[config.mk]
export PLATFORM = sky130hd
export DESIGN_NAME = module_div_result_bcd
export DESIGN_NICKNAME = d
export VERILOG_FILES = /design/src/rtl/div_bcd_pkg.sv /design/src/rtl/module_bcd_add3.sv /design/src/rtl/module_div_result_bcd.sv
export SDC_FILE = /design/constraint.sdc
export NUM_CORES = 1
export LEC_CHECK = 0
export CAP_MARGIN = 40
export CORE_MARGIN = 3
export CORE_UTILIZATION = 30
export CTS_CLUSTER_DIAMETER = 30
export CTS_CLUSTER_SIZE = 25
export DETAILED_ROUTE_END_ITERATION = 8
export GPL_TIMING_DRIVEN = 0
export PLACE_DENSITY_LB_ADDON = 0.1
export SYNTH_ARGS = -nofsm -noshare
export SYNTH_HDL_FRONTEND = slang
export SYNTH_SLANG_ARGS = --single-unit
export TNS_END_PERCENT = 5
[constraint.sdc]
create_clock -name i_clk -period 2.2 [get_ports i_clk]
set_input_delay 0.22 -clock i_clk [delete_from_list [all_inputs] [get_ports i_clk]]
set_output_delay 0.22 -clock i_clk [all_outputs]
set_load 0.005 [all_outputs]
[src/rtl/div_bcd_pkg.sv]
// rtl/div_bcd_pkg.sv - shared state encoding and digit codes for the BCD result stage
package div_bcd_pkg;

    typedef enum logic [1:0] {IDLE, SHIFT, HOLD} div_bcd_state_t;

    localparam logic [3:0] BCD_ERR   = 4'hE;
    localparam logic [3:0] BCD_BLANK = 4'hF;

endpackage

[src/rtl/module_bcd_add3.sv]
// rtl/module_bcd_add3.sv - double-dabble digit correction (d >= 5 ? d + 3 : d)
module module_bcd_add3 (
    input  logic [3:0] d,
    output logic [3:0] q
);

    always_comb begin
        q = (d >= 4'd5) ? (d + 4'd3) : d;
    end

endmodule

[src/rtl/module_div_result_bcd.sv]
// rtl/module_div_result_bcd.sv - divider quotient to packed BCD, one bit per cycle
// Optional leading-zero blanking: define DIV_BCD_BLANK_EN.
module module_div_result_bcd
    import div_bcd_pkg::*;
#(
    parameter int WIDTH  = 8,
    parameter int DIGITS = 3
) (
    input  logic                  i_clk,
    input  logic                  i_rst_n,
    input  logic                  i_valid,
    output logic                  o_ready,
    input  logic [WIDTH-1:0]      i_quotient,
    input  logic                  i_error,
    output logic                  o_valid,
    input  logic                  i_ready,
    output logic [4*DIGITS-1:0]   o_bcd,
    output logic                  o_error
);

    localparam int BCD_W = 4 * DIGITS;
    localparam int CNT_W = $clog2(WIDTH + 1);

    if (10**DIGITS <= 2**WIDTH - 1) begin : g_digits_check
        $error("DIGITS too small to hold the largest WIDTH-bit quotient");
    end

    div_bcd_state_t          state;
    div_bcd_state_t          state_n;
    logic [WIDTH-1:0]        bin_q;
    logic [BCD_W-1:0]        bcd_q;
    logic [CNT_W-1:0]        cnt_q;
    logic [BCD_W-1:0]        corr;
    logic [BCD_W+WIDTH-1:0]  shift_w;
    logic [BCD_W-1:0]        final_bcd;
    logic                    accept;
    logic                    last_shift;

    for (genvar g = 0; g < DIGITS; g++) begin : g_add3
        module_bcd_add3 u_add3 (
            .d (bcd_q[4*g +: 4]),
            .q (corr[4*g +: 4])
        );
    end

    // Correct digits first, then shift the combined {bcd,bin} register left by one.
    assign shift_w    = {corr, bin_q} << 1;
    assign accept     = i_valid && o_ready;
    assign last_shift = (state == SHIFT) && (cnt_q == CNT_W'(WIDTH - 1));

`ifdef DIV_BCD_BLANK_EN
    function automatic logic [BCD_W-1:0] blank_leading(input logic [BCD_W-1:0] v);
        logic lead;
        blank_leading = v;
        lead = 1'b1;
        for (int i = DIGITS - 1; i >= 1; i--) begin
            if (lead && (v[4*i +: 4] == 4'd0)) begin
                blank_leading[4*i +: 4] = BCD_BLANK;
            end else begin
                lead = 1'b0;
            end
        end
    endfunction

    assign final_bcd = blank_leading(shift_w[BCD_W+WIDTH-1:WIDTH]);
`else
    assign final_bcd = shift_w[BCD_W+WIDTH-1:WIDTH];
`endif

    always_ff @(posedge i_clk or negedge i_rst_n) begin
        if (!i_rst_n) begin
            state <= IDLE;
        end else begin
            state <= state_n;
        end
    end

    always_comb begin
        state_n = state;
        case (state)
            IDLE: begin
                if (accept) begin
                    state_n = i_error ? HOLD : SHIFT;
                end
            end
            SHIFT: begin
                if (last_shift) begin
                    state_n = HOLD;
                end
            end
            HOLD: begin
                if (i_ready) begin
                    state_n = IDLE;
                end
            end
            default: state_n = IDLE;
        endcase
    end

    always_comb begin
        o_ready = (state == IDLE);
        o_valid = (state == HOLD);
    end

    always_ff @(posedge i_clk or negedge i_rst_n) begin
        if (!i_rst_n) begin
            bin_q   <= '0;
            bcd_q   <= '0;
            cnt_q   <= '0;
            o_bcd   <= '0;
            o_error <= 1'b0;
        end else begin
            case (state)
                IDLE: begin
                    if (accept) begin
                        o_error <= i_error;
                        if (i_error) begin
                            o_bcd <= {DIGITS{BCD_ERR}};
                        end else begin
                            bin_q <= i_quotient;
                            bcd_q <= '0;
                            cnt_q <= '0;
                        end
                    end
                end
                SHIFT: begin
                    bcd_q <= shift_w[BCD_W+WIDTH-1:WIDTH];
                    bin_q <= shift_w[WIDTH-1:0];
                    if (last_shift) begin
                        cnt_q <= '0;
                        o_bcd <= final_bcd;
                    end else begin
                        cnt_q <= cnt_q + 1'b1;
                    end
                end
                default: ;
            endcase
        end
    end

endmodule

==> Word level (Yosys, flattened, before mapping) <==
Index checks and enable logic that the tools add are counted.
{ "op_classes": {"n_addsub": 4, "n_lt_le_gt_ge": 3, "n_eq_ne": 8, "mux": 22, "n_reduce_logical": 8} }
{ "op_table": {"columns": ["operator", "count"], "rows": [
  ["2-to-1 mux 12 bit", 5],
  ["one-hot mux 12 bit (2 select lines)", 2],
  ["2-to-1 mux 4 bit", 5],
  ["2-to-1 mux 8 bit", 2],
  ["one-hot mux 8 bit (2 select lines)", 1],
  [">= comparator 4 x 3 -> 1 bit (second input constant)", 3],
  ["adder 4 x 2 -> 4 bit (second input constant)", 2],
  ["2-to-1 mux 2 bit", 4],
  ["one-hot mux 4 bit (2 select lines)", 1],
  ["inequality test 2 x 1 -> 1 bit (second input constant)", 3],
  ["one-hot mux 2 bit (3 select lines)", 1],
  ["AND reduction 3 bit", 2],
  ["adder 4 x 1 -> 4 bit (second input constant)", 1],
  ["== test 4 x 3 -> 1 bit (second input constant)", 1],
  ["inequality test 2 bit (second input constant)", 2],
  ["AND reduction 4 bit", 1],
  ["adder 3 x 2 -> 3 bit (second input constant)", 1],
  ["2-to-1 mux 3 bit", 1],
  ["== test 2 x 1 -> 1 bit (second input constant)", 1],
  ["== test 2 bit (second input constant)", 1],
  ["logical AND 1 bit", 2],
  ["logical NOT 2 bit", 1],
  ["AND reduction 2 bit", 1],
  ["nonzero test 2 bit", 1]
]} }
{ "word_totals": {"regBits": 39, "inputBits": 13, "out_inout_bits": 15} }

==> Depth between registers and ports, before layout <==
Gate-level depths: netlist of the first run.
{ "logic_depth": {"ltp_word": 4, "ltp_mapped": 6} }

==> Modules after synthesis <==
A second synthesis of the first run with hierarchy kept.
{ "unflattened": {"cells_unflattened": 180, "hier_area_um2": 2063.2} }
{ "by_module_without_submodules": {"columns": ["mod", "instances", "cells_per_inst", "area_each_um2", "seq_area_each_um2"], "rows": [
  ["module_div_result_bcd", 1, 132, 1759.2, 975.9],
  ["module_bcd_add3", 3, 16, 101.3, 0.0]
]} }

==> Worst setup path before layout of the first run <==
OpenSTA, ideal clock, no wires.
{ "synth_path": {"path_type": "register -> register", "start": "register cnt_q[0]", "end": "register o_bcd[1]", "t_arrival_ns": 1.537, "t_required_ns": 2.079, "setup_slack_ns": 0.542, "stages_incl_launch_ff": 7, "n_path_buf": 1, "synth_period_minus_slack_ns": 1.658, "path_cell_list": "dfrtp_1 -> ha_1 -> and3b_4 -> a211oi_4 -> nor3_4 -> buf_6 -> o22a_1"} }
{ "synth_via": {"elab_chain_len": 4} }
{ "synth_rtl": {"columns": ["item", "line_no", "text"], "rows": [
  ["start: declaration", "module_div_result_bcd.sv:32", "logic [CNT_W-1:0] cnt_q;"],
  ["start signal: assignment", "module_div_result_bcd.sv:133", "cnt_q <= cnt_q + 1'b1;"],
  ["== test 4 x 3 -> 1 bit", "module_div_result_bcd.sv:49", "assign last_shift = (state == SHIFT) && (cnt_q == CNT_W'(WIDTH - 1));"],
  ["logical AND 1 bit", "module_div_result_bcd.sv:49", null],
  ["inequality test 2 bit (no line)", null, null],
  ["AND reduction 4 bit (no line)", null, null],
  ["end signal: assignment", "module_div_result_bcd.sv:118", "o_bcd <= {DIGITS{BCD_ERR}};"],
  ["end signal: assignment", "module_div_result_bcd.sv:131", "o_bcd <= final_bcd;"],
  ["end: declaration", "module_div_result_bcd.sv:17", "output logic [4*DIGITS-1:0] o_bcd,"]
]} }
Every way passes these cells.
A chain may end at the register's enable or synchronous reset.

==> Final worst setup path of the first run <==
{ "layout_path": {"start": "register cnt_q[0]", "end": "register o_bcd[11]"} }
The elaborated chain is that of the path after synthesis.

==> impl_table.tex, run 1 <==
\begin{tabular}{lr}
\hline
Metric & Value \\
\hline
\multicolumn{2}{l}{\textbf{Layout}} \\
\quad Layout Cell Area excl Fill & 2370 sq um \\
\quad Number of nets in the final layout & 229 \\
\quad Share of layout cells above drive strength 1 & 0.124 \\
\quad Total inserted antenna cells & 0 \\
\quad P\&R area growth vs syn & 25.5\% \\
\quad Final-layout fill cell count & 610 \\
\quad Finished Layout Cells & 285 \\
\multicolumn{2}{l}{\textbf{Floorplanning}} \\
\quad Initial Utilization & 0.315 \\
\quad Core region area & 5990 sq um \\
\quad Die H & 85.3 um \\
\quad IO Pins & 28 \\
\quad Area of the die & 7280 sq um \\
\quad Number of placement rows & 28 \\
\quad Die Width & 85.3 um \\
\multicolumn{2}{l}{\textbf{Timing}} \\
\quad Worst max-slew margin expressed relative to the limit & 0.528 \\
\quad Transition at the pin with the smallest max-transition slack & between 700 and 800 ps \\
\quad Final hold violations & 0 \\
\quad Unrepaired setup endpoints after global routing & no \\
\quad Final Max Tran Viols & 0 \\
\quad FMAX & about 550 MHz \\
\quad Final period demand of the worst path & 1820 ps \\
\quad Hold WS & 424 ps \\
\quad Final worst path period share & 0.829 \\
\quad Setup Skew & between 6 and 7 ps \\
\quad Final setup vio count & 0 \\
\multicolumn{2}{l}{\textbf{Drt}} \\
\quad Routed wire length per instance & 14.7 um \\
\quad First-pass iteration count of the detailed router & 4 \\
\quad Total wire length & 4180 um \\
\quad DRC violation count after routing & 0 \\
\quad Total number of vias & 1372 \\
\quad Per-cell via count in the routed design & 4.81 \\
\quad Detailed Route Iter0 Violations & 36 \\
\quad Post-route antenna net violation count & 0 \\
\multicolumn{2}{l}{\textbf{Critical path}} \\
\quad Buf+Inv Stages, Crit Path & 0 \\
\quad CP top delay family & simple AND/OR/NAND/NOR gates \\
\quad Data arrival time of the critical path & 1970 ps \\
\quad Worst Path Class, Setup & register to register \\
\quad Endpoint class of the critical path & register \\
\quad Data required time of the critical path & 2350 ps \\
\quad Startpoint kind of the worst setup timing path & register \\
\quad Max stage delay cell, worst path & sky130\_fd\_sc\_hd\_\_nor2\_1 \\
\quad Worst-path maximum fanout & 7 \\
\quad Chain of cells forming the critical path & ha\_1 -> and3b\_4 -> a211oi\_4 -> nor2\_1 -> a2bb2oi\_1 \\
\quad Crit-path max cell delay & 570 ps \\
\multicolumn{2}{l}{\textbf{Pwr}} \\
\quad Power Density & between 1000 and 1500 nW/um\^{}2 \\
\quad Comb power frac & 0.452 \\
\quad Post-layout total power & 3.05 mW \\
\quad Int Pwr & 1.92 mW \\
\quad Proportion of power drawn by flip-flops and latches & 0.394 \\
\quad Maximum vdd ir drop & around 0.50 mV \\
\quad Leakage & around 1 nW \\
\quad NetSw & $\sim$1.1 mW \\
\quad Portion of total power attributed to the clock network & 0.155 \\
\quad Switching fraction of total power & 0.370 \\
\multicolumn{2}{l}{\textbf{CTS}} \\
\quad Count of clock tree sinks & 39 \\
\quad Clock Root Buffer & sky130\_fd\_sc\_hd\_\_clkbuf\_8 \\
\quad Max Buffers Root-to-Sink & 2 \\
\quad Number of buffers created by CTS & 5 \\
\quad Level count of the clock H-tree & 2 \\
\quad Clock Latency Late Sink & 290 ps \\
\quad Clock transition at the register clock pins on the worst setup and hold paths after CTS & 80 ps \\
\quad Buffers inserted by post-CTS timing repair & 0 \\
\quad Post-CTS resize count & 0 \\
\quad TritonCTS clock tree & built \\
\quad Quantity of hold-fixing buffers added after cts & 1 \\
\multicolumn{2}{l}{\textbf{Synthesis}} \\
\quad Mapped Area & 1890 sq um \\
\quad Flip-flop and latch count after synthesis & 39 \\
\quad Synthesized instance count & 173 \\
\quad Synthesized netlist net count & 193 \\
\quad Synth Area per Inst & between 10 and 15 sq um \\
\quad Sequential element share of the synthesized area & 0.517 \\
\quad Unique cell type count in the Yosys netlist & 35 \\
\quad Synthesis Warnings & 0 \\
\multicolumn{2}{l}{\textbf{Placed design}} \\
\quad Number of buffers inserted by port buffering & 27 \\
\quad Number of cells after detailed placement & between 200 and 300 \\
\quad Global placement routability congestion & 0.682 \\
\quad Area post-placement & 2270 sq um \\
\quad DP HPWL & 3020 um \\
\multicolumn{2}{l}{\textbf{Global route}} \\
\quad Vias in the first global route & 1461 \\
\quad Remaining Overflow, GRT & 0 \\
\quad Largest net degree at the start of global routing & 23 \\
\quad Number of antenna violations at the first check in global routing & 0 \\
\quad First-pass GRT wire length & 7220 um \\
\quad Global-route usage over all layers & 0.126 \\
\multicolumn{2}{l}{\textbf{Hold path}} \\
\quad Hold WC Path Type & input pin to async pin \\
\multicolumn{2}{l}{\textbf{Run status}} \\
\quad Run status & finished, final reports clean \\
\multicolumn{2}{l}{\textbf{Run}} \\
\quad Max cap viols & 0 \\
\hline
\end{tabular}
layout make-up:
type                            instances  area (sq um)  area share
Multi-Input combinational cell        117           823       0.348
Inverter                                9          33.8      0.0143
Tap cell                               75          93.8      0.0396
Clock inverter                          3          15.0     0.00634
Buffer                                  8          53.8      0.0227
Timing Repair Buffer                   29           303       0.128
Sequential cell                        39           976       0.412
Clock buffer                            5          68.8      0.0291
layout by cell type, fill, tap and decap left out, types with 2 or more instances in the layout:
| cell type | n |
|---|---|
| sky130_fd_sc_hd__mux2_2 | 4 |
| sky130_fd_sc_hd__a21oi_1 | 7 |
| sky130_fd_sc_hd__nor2_1 | 4 |
| sky130_fd_sc_hd__buf_2 | 5 |
| sky130_fd_sc_hd__xnor2_1 | 3 |
| sky130_fd_sc_hd__nor3b_1 | 4 |
| sky130_fd_sc_hd__inv_1 | 9 |
| sky130_fd_sc_hd__dfrtp_1 | 39 |
| sky130_fd_sc_hd__clkinv_2 | 3 |
| sky130_fd_sc_hd__buf_4 | 3 |
| sky130_fd_sc_hd__ha_1 | 7 |
| sky130_fd_sc_hd__nor2b_1 | 3 |
| sky130_fd_sc_hd__clkdlybuf4s50_1 | 26 |
| sky130_fd_sc_hd__nand2b_1 | 7 |
| sky130_fd_sc_hd__a2bb2oi_1 | 6 |
| sky130_fd_sc_hd__clkbuf_8 | 5 |
| sky130_fd_sc_hd__o22a_1 | 3 |
| sky130_fd_sc_hd__mux2i_1 | 7 |
| sky130_fd_sc_hd__nand2_1 | 20 |
| sky130_fd_sc_hd__a21o_1 | 2 |
| sky130_fd_sc_hd__a22o_1 | 5 |
| sky130_fd_sc_hd__o21ai_0 | 20 |
through the flow:
stage          setup TNS [ps]  utilization  setup WS, ps
2_1_floorplan               0            -           542
3_3_place_gp            -2330        0.376         -61.8
3_5_place_dp                0        0.379           316
4_1_cts                     0        0.395           360
5_1_grt                     0        0.395           245
6_report                    0        0.395           376
registers in the layout, summed over array words and instances (netlist names):
name and flops:
bin_q 8, cnt_q 4, o_error 1, state 2, bcd_q 12, o_bcd 12
power by group through the flow:
stage / clock, mW / sequential, mW / combinational (mW)
global placement: 0 / 1.20 / 1.36
finish: 0.472 / 1.20 / 1.38
floorplan: 0 / 1.18 / 0.885
CTS: 0.490 / 1.20 / 1.40
global route: 0.521 / 1.24 / 1.54
detailed placement: 0 / 1.21 / 1.40
layer usage:
metal / part of all wire / vias up / GRT usage
met2: 0.45 / 26 / 0.201
met5: 0 / - / 0
li1: - / 675 / -
met1: 0.49 / 665 / 0.168
met3: 0.041 / 6 / 0.0301
met4: 0.014 / 0 / 0.0403
final timing paths:
check / cells past startpoint / start / slack, ps / end
min in group i_clk: 3 / i_quotient[0] / 480 / bin_q[0]
min reg2reg: 2 / bin_q[6] / 490 / bin_q[6]
max reg2reg: 5 / cnt_q[0] / 380 / o_bcd[11]
max: 5 / cnt_q[0] / 380 / o_bcd[11]
max in group asynchronous: 3 / i_rst_n / 1300 / o_bcd[3]
min: 2 / i_rst_n / 420 / o_error
synthesized netlist by cell type:
cell | instances | area share
sky130_fd_sc_hd__a21oi_1 | 7 | 0.019
sky130_fd_sc_hd__o21bai_1 | 1 | 0.0040
sky130_fd_sc_hd__a22o_1 | 5 | 0.023
sky130_fd_sc_hd__xor2_1 | 1 | 0.0046
sky130_fd_sc_hd__buf_6 | 1 | 0.0060
sky130_fd_sc_hd__o22ai_1 | 1 | 0.0033
sky130_fd_sc_hd__nor2_1 | 4 | 0.0080
sky130_fd_sc_hd__o22a_1 | 3 | 0.014
sky130_fd_sc_hd__o41ai_1 | 1 | 0.0046
sky130_fd_sc_hd__o21ai_0 | 20 | 0.053
sky130_fd_sc_hd__o31ai_1 | 1 | 0.0040
sky130_fd_sc_hd__nor3b_1 | 4 | 0.016
sky130_fd_sc_hd__a211oi_4 | 1 | 0.011
sky130_fd_sc_hd__mux2_1 | 1 | 0.0060
sky130_fd_sc_hd__nor3_4 | 1 | 0.0086
sky130_fd_sc_hd__nand3_1 | 1 | 0.0026
sky130_fd_sc_hd__and3b_4 | 1 | 0.0066
sky130_fd_sc_hd__nor2b_1 | 3 | 0.0099
sky130_fd_sc_hd__ha_1 | 7 | 0.046
sky130_fd_sc_hd__and2_0 | 1 | 0.0033
sky130_fd_sc_hd__nor2b_2 | 1 | 0.0046
sky130_fd_sc_hd__nor3_1 | 1 | 0.0026
sky130_fd_sc_hd__nand2b_1 | 7 | 0.023
sky130_fd_sc_hd__a21o_1 | 2 | 0.0080
sky130_fd_sc_hd__mux2i_1 | 7 | 0.037
sky130_fd_sc_hd__buf_4 | 3 | 0.012
sky130_fd_sc_hd__inv_1 | 9 | 0.018
sky130_fd_sc_hd__xnor2_1 | 3 | 0.014
sky130_fd_sc_hd__dfrtp_1 | 39 | 0.52
sky130_fd_sc_hd__buf_2 | 4 | 0.011
sky130_fd_sc_hd__o2bb2ai_1 | 1 | 0.0046
sky130_fd_sc_hd__nand2_1 | 20 | 0.040
sky130_fd_sc_hd__mux2_2 | 4 | 0.024
sky130_fd_sc_hd__and2_1 | 1 | 0.0033
sky130_fd_sc_hd__a2bb2oi_1 | 6 | 0.028
logic make-up (layout without fill, tap and decap cells):
group,count (synthesis),count (layout),synth area share
fa+ha+maj,7,7,0.0464
flops,39,39,0.517
simple gates,45,45,0.129
compound gates,49,49,0.176
mux,12,12,0.0670
xor+xnor,4,4,0.0186
buf+inv,17,54,0.0464
worst register-to-register path: cells and delay by family, from the launching register on:
kind / cells / cell delay [ps]
AND/OR/NAND/NOR: 2 / 810
flip-flops: 1 / 400
adder cells (fa/ha/maj): 1 / 230
AO/OA/AOI/OAI: 2 / 230
Power figures use the tool's default switching activity.
==> inputs of run 2 (changes only) <==
clock period = 1.55 ns   (was 2.2 ns; I/O delays follow)
==> run 2 against run 1 <==
The run now ends with setup timing left. Count of clock-buffer cells in the layout grew 1. Routed wire length grew 15%. Via count grew 8.7%. Cell area grew 13%. Fmax grew 16%. Cell count grew 6.0%. Critical path depth grew 1. Critical path type unchanged. Critical endpoint is now o_bcd[1].
==> impl_table.tex, run 2 (same netlist as run 1, synthesis figures left out) <==
\begin{tabular}{lr}
\hline
Metric & Value \\
\hline
\multicolumn{2}{l}{\textbf{Drt}} \\
\quad Post-route antenna net violation count & 0 \\
\quad Routed wire length per instance & 15.8 um \\
\quad DRC violation count after routing & 0 \\
\quad Total wire length & 4790 um \\
\quad First-pass iteration count of the detailed router & 6 \\
\quad Detailed Route Iter0 Violations & 31 \\
\quad Per-cell via count in the routed design & just under 5 \\
\quad Total number of vias & $\sim$1500 \\
\multicolumn{2}{l}{\textbf{Layout}} \\
\quad Total inserted antenna cells & 0 \\
\quad Most frequent standard cell in the layout excluding fill and tap cells & sky130\_fd\_sc\_hd\_\_dfrtp\_1 \\
\quad Layout Cell Area excl Fill & about 2700 sq um \\
\quad P\&R area growth vs syn & 42.2\% \\
\quad Largest regs & bcd\_q (12), o\_bcd (12), bin\_q (8) \\
\quad Commonest non-fill, non-tap cells in the layout & 37 x sky130\_fd\_sc\_hd\_\_dfrtp\_1, 24 x sky130\_fd\_sc\_hd\_\_clkdlybuf4s50\_1, 20 x sky130\_fd\_sc\_hd\_\_nand2\_1 \\
\quad Finished Layout Cells & 302 \\
\quad Number of nets in the final layout & roughly 250 \\
\quad Final-layout fill cell count & 582 \\
\quad Share of layout cells above drive strength 1 & 0.313 \\
\quad Utilization of the core after routing & 0.448 \\
\multicolumn{2}{l}{\textbf{CTS}} \\
\quad Level count of the clock H-tree & 2 \\
\quad Clock transition at the register clock pins on the worst setup and hold paths after CTS & 80 ps \\
\quad Number of buffers created by CTS & 5 \\
\quad Count of clock tree sinks & 39 \\
\quad TritonCTS clock tree & built \\
\quad Clock Root Buffer & sky130\_fd\_sc\_hd\_\_clkbuf\_8 \\
\quad Max Buffers Root-to-Sink & 2 \\
\quad Clock Latency Late Sink & 290 ps \\
\multicolumn{2}{l}{\textbf{Timing}} \\
\quad Final setup vio count & 5 \\
\quad Final worst path period share & 1.02 \\
\quad Final hold violations & 0 \\
\quad Hold WS & 339 ps \\
\quad Worst max-slew margin expressed relative to the limit & 0.693 \\
\quad Final Max Tran Viols & 0 \\
\quad FMAX & roughly 630 MHz \\
\quad Unrepaired setup endpoints after global routing & yes \\
\quad Transition at the pin with the smallest max-transition slack & 461 ps \\
\quad Setup Skew & between 9 and 10 ps \\
\quad Final period demand of the worst path & $\sim$1600 ps \\
\quad Min setup slack post-route & -27.3 ps \\
\multicolumn{2}{l}{\textbf{Global route}} \\
\quad Vias in the first global route & 1555 \\
\quad First-pass GRT wire length & about 7600 um \\
\quad Global-route usage over all layers & 0.134 \\
\quad Number of antenna violations at the first check in global routing & 0 \\
\quad Remaining Overflow, GRT & 0 \\
\quad Largest net degree at the start of global routing & 23 \\
\multicolumn{2}{l}{\textbf{Run status}} \\
\quad Violated checks & setup timing \\
\quad Run status & complete, but fails checks \\
\multicolumn{2}{l}{\textbf{Hold path}} \\
\quad Hold WC Path Type & input pin to async pin \\
\multicolumn{2}{l}{\textbf{Critical path}} \\
\quad Worst-path maximum fanout & 5 \\
\quad Startpoint kind of the worst setup timing path & register \\
\quad Endpoint class of the critical path & register \\
\quad Data required time of the critical path & 1730 ps \\
\quad Data arrival time of the critical path & around 1800 ps \\
\quad Worst Path Class, Setup & register to register \\
\quad Internal reg-to-reg setup slack & -30 ps \\
\multicolumn{2}{l}{\textbf{Pwr}} \\
\quad Maximum vdd ir drop & 0.771 mV \\
\quad Leakage & around 1.2 nW \\
\quad Power Density & 1940 nW/um\^{}2 \\
\multicolumn{2}{l}{\textbf{Floorplanning}} \\
\quad Die Width & between 80 and 90 um \\
\quad Die H & 85.3 um \\
\quad Number of placement rows & 28 \\
\quad IO Pins & 28 \\
\quad Area of the die & between 7000 and 8000 sq um \\
\quad Core region area & 5990 sq um \\
\quad Initial Utilization & 0.315 \\
\multicolumn{2}{l}{\textbf{Placed design}} \\
\quad Number of cells after detailed placement & 276 \\
\quad Global placement routability congestion & approximately 0.74 \\
\quad Area post-placement & 2280 sq um \\
\quad DP HPWL & 3110 um \\
\quad Worst slack after detailed placement & -166 ps \\
\quad Number of buffers inserted by port buffering & 27 \\
\multicolumn{2}{l}{\textbf{Run}} \\
\quad Max cap viols & 0 \\
\hline
\end{tabular}
[run 2: repair_timing]
action | CTS | global route
hold buffers | 1 | 0
gates cloned | 1 | 0
buffers inserted | 7 | 9
pin swaps | 7 | 8
setup endpoints to repair | 18 | 27
gates resized for setup | 18 | 27
hold endpoints to repair | 17 | 0
[run 2: through the flow]
| step | setup TNS [ps] | power, mW |
|---|---|---|
| floorplan | 0 | 2.93 |
| global placement | -27710 | 3.64 |
| detailed placement | -4370 | 3.72 |
| CTS | -1440 | 4.84 |
| global route | -768 | 5.59 |
| finish | -50.9 | 5.20 |
[run 2: final timing paths]
kind / cells past startpoint / end / startpoint
max in group asynchronous: 3 / bcd_q[4] / i_rst_n
min in group i_clk: 3 / bin_q[0] / i_quotient[0]
setup reg to reg: 6 / o_bcd[1] / cnt_q[1]
setup / recovery: 6 / o_bcd[1] / cnt_q[1]
hold reg to reg: 1 / cnt_q[3] / cnt_q[3]
hold / removal: 2 / cnt_q[2] / i_rst_n
[run 2: layer usage]
| metal | GRT usage | part of all wire | up-vias |
|---|---|---|---|
| met5 | 0 | 0 | - |
| li1 | - | - | 707 |
| met2 | 0.218 | 0.49 | 30 |
| met1 | 0.172 | 0.46 | 749 |
| met4 | 0.0460 | 0.013 | 0 |
| met3 | 0.0388 | 0.039 | 6 |
[run 2: critical path, stage by stage, from the launching register on]
cell	delay (ps)
sky130_fd_sc_hd__dfrtp_1	400
sky130_fd_sc_hd__ha_2	200
sky130_fd_sc_hd__and3b_4	190
sky130_fd_sc_hd__a211oi_4	250
sky130_fd_sc_hd__nor3_4	90
sky130_fd_sc_hd__buf_6	150
sky130_fd_sc_hd__o22a_1	180
[run 2: report_power, final]
| group | switching [mW] | internal (mW) | total [mW] |
|---|---|---|---|
| Clock | 0.361 | 0.521 | 0.882 |
| Sequential | 0.333 | 1.41 | 1.75 |
| Combinational | 1.19 | 1.38 | 2.57 |
| Total | 1.88 | 3.32 | 5.20 |
[run 2: final cells by class]
cell class	instances	area, sq um	area share
Buffer	8	60.1	0.0224
Clock buffer	6	82.6	0.0308
Clock inverter	2	35.0	0.0131
Inverter	9	33.8	0.0126
Multi-Input combinational cell	117	968	0.361
Sequential cell	39	978	0.365
Tap cell	75	93.8	0.0350
Timing Repair Buffer	46	432	0.161
